**config.mk**
```make
export PLATFORM = sky130hd
export DESIGN_NAME = lklist_walker
export DESIGN_NICKNAME = d
export VERILOG_FILES = /design/src/rtl/lklist_walker.sv
export SDC_FILE = /design/constraint.sdc
export NUM_CORES = 1
export LEC_CHECK = 0
export ABC_AREA = 1
export BUFFER_PORTS_ARGS = -buffer_cell sky130_fd_sc_hd__buf_2
export CAP_MARGIN = 30
export CORE_ASPECT_RATIO = 1.25
export CORE_MARGIN = 1.5
export CORE_UTILIZATION = 51
export CTS_CLUSTER_DIAMETER = 200
export CTS_CLUSTER_SIZE = 10
export DETAILED_ROUTE_END_ITERATION = 6
export HOLD_SLACK_MARGIN = 0.08
export PLACE_DENSITY = 0.73
export SETUP_SLACK_MARGIN = 0.2
export SLEW_MARGIN = 40
export SYNTH_ARGS = -nofsm -noshare
export SYNTH_HDL_FRONTEND = slang
export SYNTH_SLANG_ARGS = --single-unit
```
**constraint.sdc**
```tcl
create_clock -name all_clk -period 1.7 [get_ports all_clk]
set_input_delay 0.255 -clock all_clk [delete_from_list [all_inputs] [get_ports all_clk]]
set_output_delay 0.255 -clock all_clk [all_outputs]
set_load 0.02 [all_outputs]
```
**src/rtl/lklist_walker.sv**
```systemverilog
// Self-sequenced linked-list walker: follows next pointers through a synchronous
// read-only memory and sums node values. Optional running maximum: LKLIST_WALKER_MINMAX_EN.
module lklist_walker #(
  parameter int DW        = 32,
  parameter int AW        = 8,
  parameter int CW        = 16,
  parameter int MAX_NODES = 65535
) (
  input  logic          all_clk,
  input  logic          all_reset,
  input  logic          start,
  input  logic [AW-1:0] head_addr,
  output logic          busy,
  output logic          done,
  output logic [DW-1:0] the_sum,
  output logic [CW-1:0] node_count,
  output logic          sum_ovf,
  output logic          err_limit,
  output logic          mem_rd,
  output logic [AW-1:0] mem_addr,
`ifdef LKLIST_WALKER_MINMAX_EN
  output logic [DW-1:0] max_val,
`endif
  input  logic [DW-1:0] mem_rdata
);

  typedef enum logic [2:0] {
    IDLE,
    FETCH_PTR,
    FETCH_VAL,
    ACCUM,
    DONE
  } state_t;

  localparam logic [CW-1:0] LIMIT = CW'(MAX_NODES);

  state_t        state, state_nx;
  logic [AW-1:0] cur, nxt, addr_q;
  logic [CW-1:0] count_inc;
  logic [DW:0]   sum_ext;
  logic          limit_hit;

  assign count_inc = node_count + CW'(1);
  assign sum_ext   = {1'b0, the_sum} + {1'b0, mem_rdata};
  assign limit_hit = (nxt != '0) && (count_inc == LIMIT);

  // NOTE: every always_comb output gets a default first so no path leaves it unassigned (no latch).
  always_comb begin
    state_nx = state;
    busy     = 1'b0;
    done     = 1'b0;
    mem_rd   = 1'b0;
    mem_addr = addr_q;
    unique case (state)
      IDLE: begin
        if (start) state_nx = (head_addr != '0) ? FETCH_PTR : DONE;
      end
      FETCH_PTR: begin
        busy     = 1'b1;
        mem_rd   = 1'b1;
        mem_addr = cur;
        state_nx = FETCH_VAL;
      end
      FETCH_VAL: begin
        busy     = 1'b1;
        mem_rd   = 1'b1;
        mem_addr = cur + AW'(1);
        state_nx = ACCUM;
      end
      ACCUM: begin
        busy     = 1'b1;
        state_nx = (nxt == '0 || limit_hit) ? DONE : FETCH_PTR;
      end
      DONE: begin
        done     = 1'b1;
        state_nx = IDLE;
      end
      default: state_nx = IDLE;
    endcase
  end

  // NOTE: sequential state uses non-blocking assignments so all registers update from pre-edge values.
  always_ff @(posedge all_clk) begin
    if (all_reset) begin
      state      <= IDLE;
      cur        <= '0;
      nxt        <= '0;
      addr_q     <= '0;
      the_sum    <= '0;
      node_count <= '0;
      sum_ovf    <= 1'b0;
      err_limit  <= 1'b0;
`ifdef LKLIST_WALKER_MINMAX_EN
      max_val    <= '0;
`endif
    end else begin
      state <= state_nx;
      // mem_addr is held between reads by remembering the last issued address.
      if (mem_rd) addr_q <= mem_addr;
      unique case (state)
        IDLE: begin
          if (start) begin
            cur        <= head_addr;
            the_sum    <= '0;
            node_count <= '0;
            sum_ovf    <= 1'b0;
            err_limit  <= 1'b0;
`ifdef LKLIST_WALKER_MINMAX_EN
            max_val    <= '0;
`endif
          end
        end
        FETCH_VAL: nxt <= mem_rdata[AW-1:0];
        ACCUM: begin
          the_sum    <= sum_ext[DW-1:0];
          sum_ovf    <= sum_ovf | sum_ext[DW];
          node_count <= count_inc;
          cur        <= nxt;
          if (limit_hit) err_limit <= 1'b1;
`ifdef LKLIST_WALKER_MINMAX_EN
          if (mem_rdata > max_val) max_val <= mem_rdata;
`endif
        end
        default: ;
      endcase
    end
  end

endmodule

```
==> results of run 1 <==
worst max-delay path: cells and delay by family (launching register included):
family / cells / cell delay (ns)
AOI/OAI and AO/OA: 1 / 0.11
DFF: 1 / 0.37
and+or+nand+nor: 5 / 0.56
buffers and inverters: 5 / 0.50
cells in the mapped netlist, types with 2 or more instances:
library cell | number | area [µm²]
nor2_1 | 94 | 353
inv_2 | 4 | 15.0
nand4_1 | 12 | 75.1
nand2_2 | 3 | 18.8
buf_2 | 5 | 25.0
nor3_1 | 15 | 75.1
o21bai_1 | 6 | 45.0
a31oi_1 | 12 | 75.1
or2_2 | 2 | 12.5
nand2_1 | 268 | 1010
nand3_1 | 69 | 345
nor4_1 | 2 | 12.5
a21o_1 | 5 | 37.5
nor2_4 | 2 | 22.5
a21oi_1 | 107 | 536
inv_1 | 81 | 304
clkbuf_1 | 14 | 52.6
dfxtp_1 | 77 | 1540
o21ai_0 | 58 | 290
ha_1 | 35 | 438
nand3b_1 | 10 | 75.1
cell families after synthesis:
family	after synthesis	share of synthesized area
buf+inv	106	0.0762
fa+ha+maj	36	0.0835
simple gates	485	0.374
xor+xnor	1	0.00160
compound gates	191	0.184
flops	77	0.281
metal layers:
metal	GRT usage	routed length (µm)	vias to the layer above	share of wire
li1	-	-	3480	-
met1	0.369	9000	3730	0.33
met2	0.613	13200	744	0.48
met3	0.0473	2840	282	0.10
met4	0.172	2530	0	0.092
met5	0	0	-	0
state kept, by name (all words and copies together), names as in the netlist:
signal / count
addr_q: 8
cur: 8
err_limit: 1
node_count: 16
nxt: 8
state: 3
sum_ovf: 1
the_sum: 32
timing repair:
action	in CTS	in global routing
endpoints found under the setup margin	60	71
cloned	2	8
setup buffers	22	28
pin swaps	63	69
gates resized for setup	211	169
cell type report:
cell class / count / area, µm²
Fill cell: 434 / 1020
Clock buffer: 9 / 225
Tap cell: 132 / 165
Clock inverter: 7 / 80.1
Timing Repair Buffer: 252 / 2030
Multi-Input combinational cell: 713 / 4990
Inverter: 85 / 347
Sequential cell: 77 / 1650
worst max-delay path by stage:
| stage | startpoint | end | cells after the start |
|---|---|---|---|
| 6_report | state[2] | mem_addr[6] | 11 |
| 5_1_grt | state[2] | mem_addr[6] | 11 |
| 4_1_cts | cur[0] | mem_addr[6] | 8 |
| 3_5_place_dp | mem_rdata[0] | the_sum[14] | 12 |
| 3_3_place_gp | mem_rdata[0] | the_sum[22] | 13 |
| 2_1_floorplan | the_sum[0] | the_sum[16] | 11 |
placed cells by master, fill, tap and decap left out, types with 12 or more instances in the layout:
cell type  instances
clkbuf_16         15
a21oi_1           65
nand2_4           32
a31oi_1           12
buf_6             35
buf_4            106
nand2_2           48
dfxtp_4           20
dfxtp_2           25
nand3_2           26
nand2_1          190
inv_1             69
ha_4              31
nor2_4            16
nand3_1           36
a21oi_2           38
buf_2             94
nand4_1           12
o21ai_0           29
dfxtp_1           32
nor2_1            70
o21ai_1           18
power by group through the flow:
| stage | clock [mW] | sequential, mW | combinational, mW |
|---|---|---|---|
| final | 2.10 | 2.14 | 3.16 |
| after global routing | 2.17 | 2.15 | 3.36 |
| after CTS | 2.04 | 2.07 | 2.24 |
| after detailed placement | 0 | 2.10 | 1.74 |
| after global placement | 0 | 2.10 | 1.73 |
| after floorplan | 0 | 2.13 | 1.09 |
==> summary.md, run 1 <==
| Metric | Value |
|---|---|
| Clk slew on worst S/H paths | `0.07 ns` |
| Vias | `8,236` |
| DP Cell Count | `1,199` |
| R2r setup slk | `-0.45 ns` |
| Final setup vio count | `40` |
| Crit path DAT | `1.90 ns` |
| Max-slew violation count | `0` |
| Power share of the combinational group | `0.427` |
| VDD IR max | `0.000582 V` |
| Finished Layout Cells | `1,275` |
| Syn. warnings | `0` |
| Sequential power share | `0.289` |
| Final wirelength | `27.6 mm` |
| Crit path launch type | `flop` |
| CP Capture Type | `output port` |
| Synthesized cell area | `5480 µm²` |
| Placement Cell Area | `7120 µm²` |
| Max Cap Viol | `0` |
| EDFF count, synth | `0` |
| P per Cell Area | `780 nW/µm²` |
| Slowest-stage cell, CP | `dfxtp_4` |
| Hold Worst Slack | `0.205 ns` |
| Skew-Pair Late Insertion Delay | `0.35 ns` |
| Crit-path max FO | `5` |
| Sw Share | `0.395` |
| Worst slack at placement | `-0.237 ns` |
| Post-layout nets | `1,217` |
| Via density | `6.46` |
| Final Cycle Share | `1.27` |
| Average wire per standard cell | `21.6 µm` |
| R2R depth | `11` |
| CP Data Required Time | `1.44 ns` |
| H-tree Lvls | `3` |
| GRT Util Overall | `0.338` |
| Clock Skews | `0.00984 ns` |
| Initial DRC Count | `925` |
| DRT antenna net count | `0` |
| DIE WIDTH | `95.7 µm` |
| Drc violations | `6` |
| Drt pass-1 iters | `7` |
| Final Hold Viols | `0` |
| Largest net degree at the start of global routing | `58` |
| CP peak stage delay | `0.37 ns` |
| Vias in the first global route | `6,831` |
| Die Area | `11,400 µm²` |
| RR Startpoint | `the_sum[0]` |
| WS Path Type | `reg2out` |
| Async SR Flop Fraction | `0` |
| Yosys cell types | `36` |
| Mapped Cells | `896` |
| Area grow syn2layout | `73.1%` |
| FF+latch count, synth | `77` |
| Slew at the pin with the worst max-slew slack | `0.783 ns` |
| Total CTS buffers | `9` |
| Post-route cell area | `9490 µm²` |
| CTS Sinks | `77` |
| Ports | `104` |
| Worst path cell trace | `inv_4 > nand2_4 > nor2_4 > inv_2 > nand2_4 > inv_8 > nand2_1 > o21ai_0 > inv_1 > nand2_1 > buf_4` |
| Core box area | `10,500 µm²` |
| Final TNS setup | `-8.24 ns` |
| GRT Residual Overflow | `0` |
| Tmin final | `2.15 ns` |
| Post-synth top flop | `dfxtp_1` |
| WHS Path Cells | `3` |
| Critical R2R Capture | `the_sum[16]` |
| Slew headroom | `0.478` |
| Clk buf depth | `2` |
| Initial antenna violation count | `2` |
| Worst hold path endpoint | `cur[5]` |
| GPL Wtd Cong | `1.04` |
| Outcome | `complete, but fails checks` |
| Failing checks | `DRC, setup timing` |
| Port bufs | `103` |
| Setup WS post-layout | `-0.452 ns` |
| Min-delay src | `head_addr[5]` |
| Hold Path Class | `in2reg` |
| CTS tree | `done` |
| Pint | `4.48 mW` |
| Syn avg cell area | `6.12 µm²` |
| Lkg Pwr | `4.31 nW` |
| Net Switching | `2.92 mW` |
| Syn Nets | `975` |
| DP HPWL | `12.5 mm` |
| Initial Utilization | `0.522` |
| Row count | `42` |
| Final core utilization | `0.903` |
| Diode count | `0` |
| Die Ht | `119 µm` |
| Hold buffers post-CTS | `0` |
| RSZ-0062 raised after global routing | `true` |
| Share of cells above drive strength 1 | `0.504` |
| Sequential-to-total area share from yosys stat | `0.281` |
| Max Clock Freq | `465 MHz` |
| Total power | `7.41 mW` |
| Clock root cell | `clkbuf_16` |
| Clock share of power | `0.284` |
| First-pass GRT wire length | `30.6 mm` |
(Power assumes the default switching activity.)
==> inputs of run 2 (changes only) <==
Settings changed: ABC_AREA 1 to default, CORE_MARGIN 1.5 to 5, CORE_UTILIZATION 51 to 50, REMOVE_ABC_BUFFERS from default to 1.
==> run 2 against run 1 <==
Effect of this change: the run still ends with DRC, setup timing left; flip-flop and latch count stayed put; critical path type is now reg2reg; global-route usage is 1.6 points higher; synthesized area is 8.4% lower; highest routed layer is now met5; via count is 3.7% lower.
==> summary.md, run 2 <==
| Metric | Value |
|---|---|
| Max Cap Viol | `0 (unchanged)` |
| DIE WIDTH | `99.6 µm (+4.1%)` |
| Drc violations | `9 (+3)` |
| Most frequent cells in the layout | `buf_4 (184), buf_2 (92), nand2_1 (76), dfxtp_1 (62), buf_6 (53)` |
| Hold Worst Slack | `0.213 ns (+0.00778 ns)` |
| RSZ-0062 raised after global routing | `true` |
| Worst slack at placement | `-0.965 ns (-0.728 ns)` |
| H-tree Lvls | `3 (unchanged)` |
| Most common cell after layout, fill and taps aside | `buf_4` |
| WS Path Type | `reg2reg` |
| Syn. warnings | `0 (unchanged)` |
| Slew at the pin with the worst max-slew slack | `0.815 ns (+0.0315 ns)` |
| Core box area | `9950 µm² (-5.3%)` |
| Post-layout nets | `1,044 (-14%)` |
| Final setup vio count | `73 (+83%)` |
| CTS tree | `done` |
| Post-route cell area | `9170 µm² (-3.4%)` |
| Storage element area | `1580 µm² (-4.4%)` |
| Final Cycle Share | `1.85 (+0.582)` |
| VDD IR max | `0.000658 V (+13%)` |
| Mapped Cells | `636 (-29%)` |
| FILL cells | `297 (-32%)` |
| DP HPWL | `12.2 mm (-2.1%)` |
| R2R depth | `10 (-1)` |
| Largest register FFs | `32 (unchanged)` |
| Synthesized cell area | `5020 µm² (-8.4%)` |
| DP Cell Count | `1,004 (-16%)` |
| GRT Util Overall | `0.353 (+0.0157)` |
| Tmin final | `3.14 ns (+0.989 ns)` |
| CP Data Required Time | `1.95 ns (+0.51 ns)` |
| Drt pass-1 iters | `7 (unchanged)` |
| Most numerous cell in the Yosys netlist | `nand2_1` |
| Min-delay src | `mem_rdata[0]` |
| Final wirelength | `31.9 mm (+16%)` |
| Skew-Pair Late Insertion Delay | `0.37 ns (+0.02 ns)` |
| R2r setup slk | `-1.44 ns (-0.99 ns)` |
| First-pass GRT wire length | `34.1 mm (+11%)` |
| Clk buf depth | `2 (unchanged)` |
| Yosys top cell area share | `0.307 (+0.0259)` |
| Post-synth top flop | `dfxtp_1` |
| Share of cells above drive strength 1 | `0.557 (+0.0528)` |
| WHS Path Cells | `3 (unchanged)` |
| EDFF count, synth | `0 (unchanged)` |
| Async SR Flop Fraction | `0 (unchanged)` |
| P per Cell Area | `784 nW/µm² (+0.55%)` |
| Multi-input gate area | `4290 µm² (-14%)` |
| Worst hold path endpoint | `nxt[0]` |
| Placement Cell Area | `6860 µm² (-3.7%)` |
| Area grow syn2layout | `82.7%` |
| RR Startpoint | `the_sum[9]` |
| Area contributors post-synth | `dfxtp_1 (31%), ha_1 (8.7%), nand2_1 (6.7%)` |
| DRT antenna net count | `0 (unchanged)` |
| Die Ht | `122 µm (+2.6%)` |
| Vias | `7,929 (-3.7%)` |
| Port bufs | `103 (unchanged)` |
| Via density | `7.21 (+12%)` |
| GRT Residual Overflow | `0 (unchanged)` |
| Slew headroom | `0.456 (-0.0222)` |
| Hold Path Class | `in2reg` |
| Crit-path max FO | `5 (unchanged)` |
| Initial Utilization | `0.504 (-0.0173)` |
| Clk slew on worst S/H paths | `0.07 ns (about the same)` |
| Critical R2R Capture | `the_sum[29]` |
| Setup WS post-layout | `-1.44 ns (-0.989 ns)` |
| Largest Register | `the_sum` |
| Max Clock Freq | `318 MHz (-31%)` |
| Yosys cell types | `68 (+89%)` |
| Largest area contributor in the netlist | `dfxtp_1` |
| Row count | `41 (-2.4%)` |
| Finished Layout Cells | `1,099 (-14%)` |
| Ports | `104 (unchanged)` |
| FF+latch count, synth | `77 (unchanged)` |
| Failing checks | `DRC, setup timing` |
| Initial DRC Count | `1,254 (+36%)` |
| Total CTS buffers | `9 (unchanged)` |
| Crit path DAT | `3.39 ns (+1.49 ns)` |
| Max-slew violation count | `0 (unchanged)` |
| Diode count | `0 (unchanged)` |
| Outcome | `complete, but fails checks` |
| Clock root cell | `clkbuf_16` |
| Average wire per standard cell | `29.1 µm (+35%)` |
| Initial antenna violation count | `3 (+1)` |
| Top cells by count, synth | `nand2_1 (89), dfxtp_1 (77), nor2_1 (65), a21oi_1 (52), o21ai_0 (36)` |
| Lkg Pwr | `4.21 nW (-2.3%)` |
| Syn avg cell area | `7.89 µm² (+29%)` |
| Vias in the first global route | `6,892 (+0.89%)` |
| Die Area | `12,200 µm² (+6.8%)` |
| GPL Wtd Cong | `0.920 (-12%)` |
| Final Hold Viols | `0 (unchanged)` |
| Largest registers | `the_sum (32), node_count (16)` |
| CP Capture Type | `flop` |
| Clock Skews | `0.0161 ns (+0.00630 ns)` |
| Crit path launch type | `flop` |
| Largest net degree at the start of global routing | `21 (-64%)` |
| CTS Sinks | `77 (unchanged)` |
| Sequential-to-total area share from yosys stat | `0.307 (+0.0259)` |
run 2: repair_timing:
| item | 4_1_cts | 5_1_grt |
|---|---|---|
| gates resized for setup | 197 | 122 |
| buffers inserted | 38 | 36 |
| pin swaps | 95 | 93 |
| gates cloned | 5 | 0 |
| setup endpoints to repair | 77 | 78 |
| hold buffers | 0 | 0 |
run 2: final cells by class:
class | instances | area share
clock inverter | 7 | 0.00628
inverter | 16 | 0.00682
tap | 129 | 0.0176
clock buffer | 9 | 0.0246
sequential | 77 | 0.172
multi-input combinational | 515 | 0.468
timing repair buffer | 346 | 0.305
run 2: stage by stage:
stage	power, mW	util	TNS, ns
after floorplan	2.89	-	-41.48
after global placement	3.55	0.689	-19.01
after detailed placement	3.60	0.689	-20.73
after CTS	6.19	0.836	-18.26
after global routing	7.33	0.921	-38.96
final	7.19	0.921	-36.02
run 2: layer usage:
metal / share of wire / wire [µm] / global-route usage / up-vias
li1: - / - / - / 3014
met1: 0.31 / 9820 / 0.365 / 3559
met2: 0.44 / 14000 / 0.632 / 935
met3: 0.13 / 4030 / 0.0670 / 413
met4: 0.13 / 4010 / 0.254 / 8
met5: 0.0036 / 116 / 0 / -
run 2: critical path, cell delays in order, from the launching register on:
cell and delay, ns:
dfxtp_1 0.38, ha_4 0.37, buf_4 0.14, a21oi_1 0.11
a21boi_1 0.68, o2111ai_2 0.26, o211ai_4 0.18, a21oi_4 0.13
a211o_1 0.35, a21o_1 0.17, a32o_1 0.24
run 2: power by group:
part	switching [mW]	internal (mW)	total (mW)
Clock	0.990	1.01	2.00
Combinational	1.67	1.44	3.11
Sequential	0.152	1.92	2.08
Total	2.81	4.38	7.19
run 2: how the worst max path moves through the flow:
stage                            start           to  slack, ns  cells past startpoint
final                       the_sum[9]  the_sum[29]      -1.44                     10
after detailed placement  mem_rdata[0]  the_sum[28]      -0.96                     11
after global placement    mem_rdata[0]  the_sum[28]      -0.92                     11
after CTS                   the_sum[0]  the_sum[28]      -0.88                     10
after floorplan               state[0]      sum_ovf      -1.04                      6
after global routing        the_sum[9]  the_sum[31]      -1.46                     11
run 2: kinds of logic (layout without fill, tap and decap cells):
| logic type | count (synthesis) | in the layout | share of synthesized area |
|---|---|---|---|
| adder cells (fa/ha/maj) | 36 | 36 | 0.0912 |
| AO/OA/AOI/OAI | 214 | 214 | 0.298 |
| buffers and inverters | 45 | 378 | 0.0356 |
| multiplexers | 1 | 1 | 0.00199 |
| flip-flops | 77 | 77 | 0.307 |
| AND/OR/NAND/NOR | 238 | 239 | 0.222 |
| XOR/XNOR | 25 | 25 | 0.0436 |
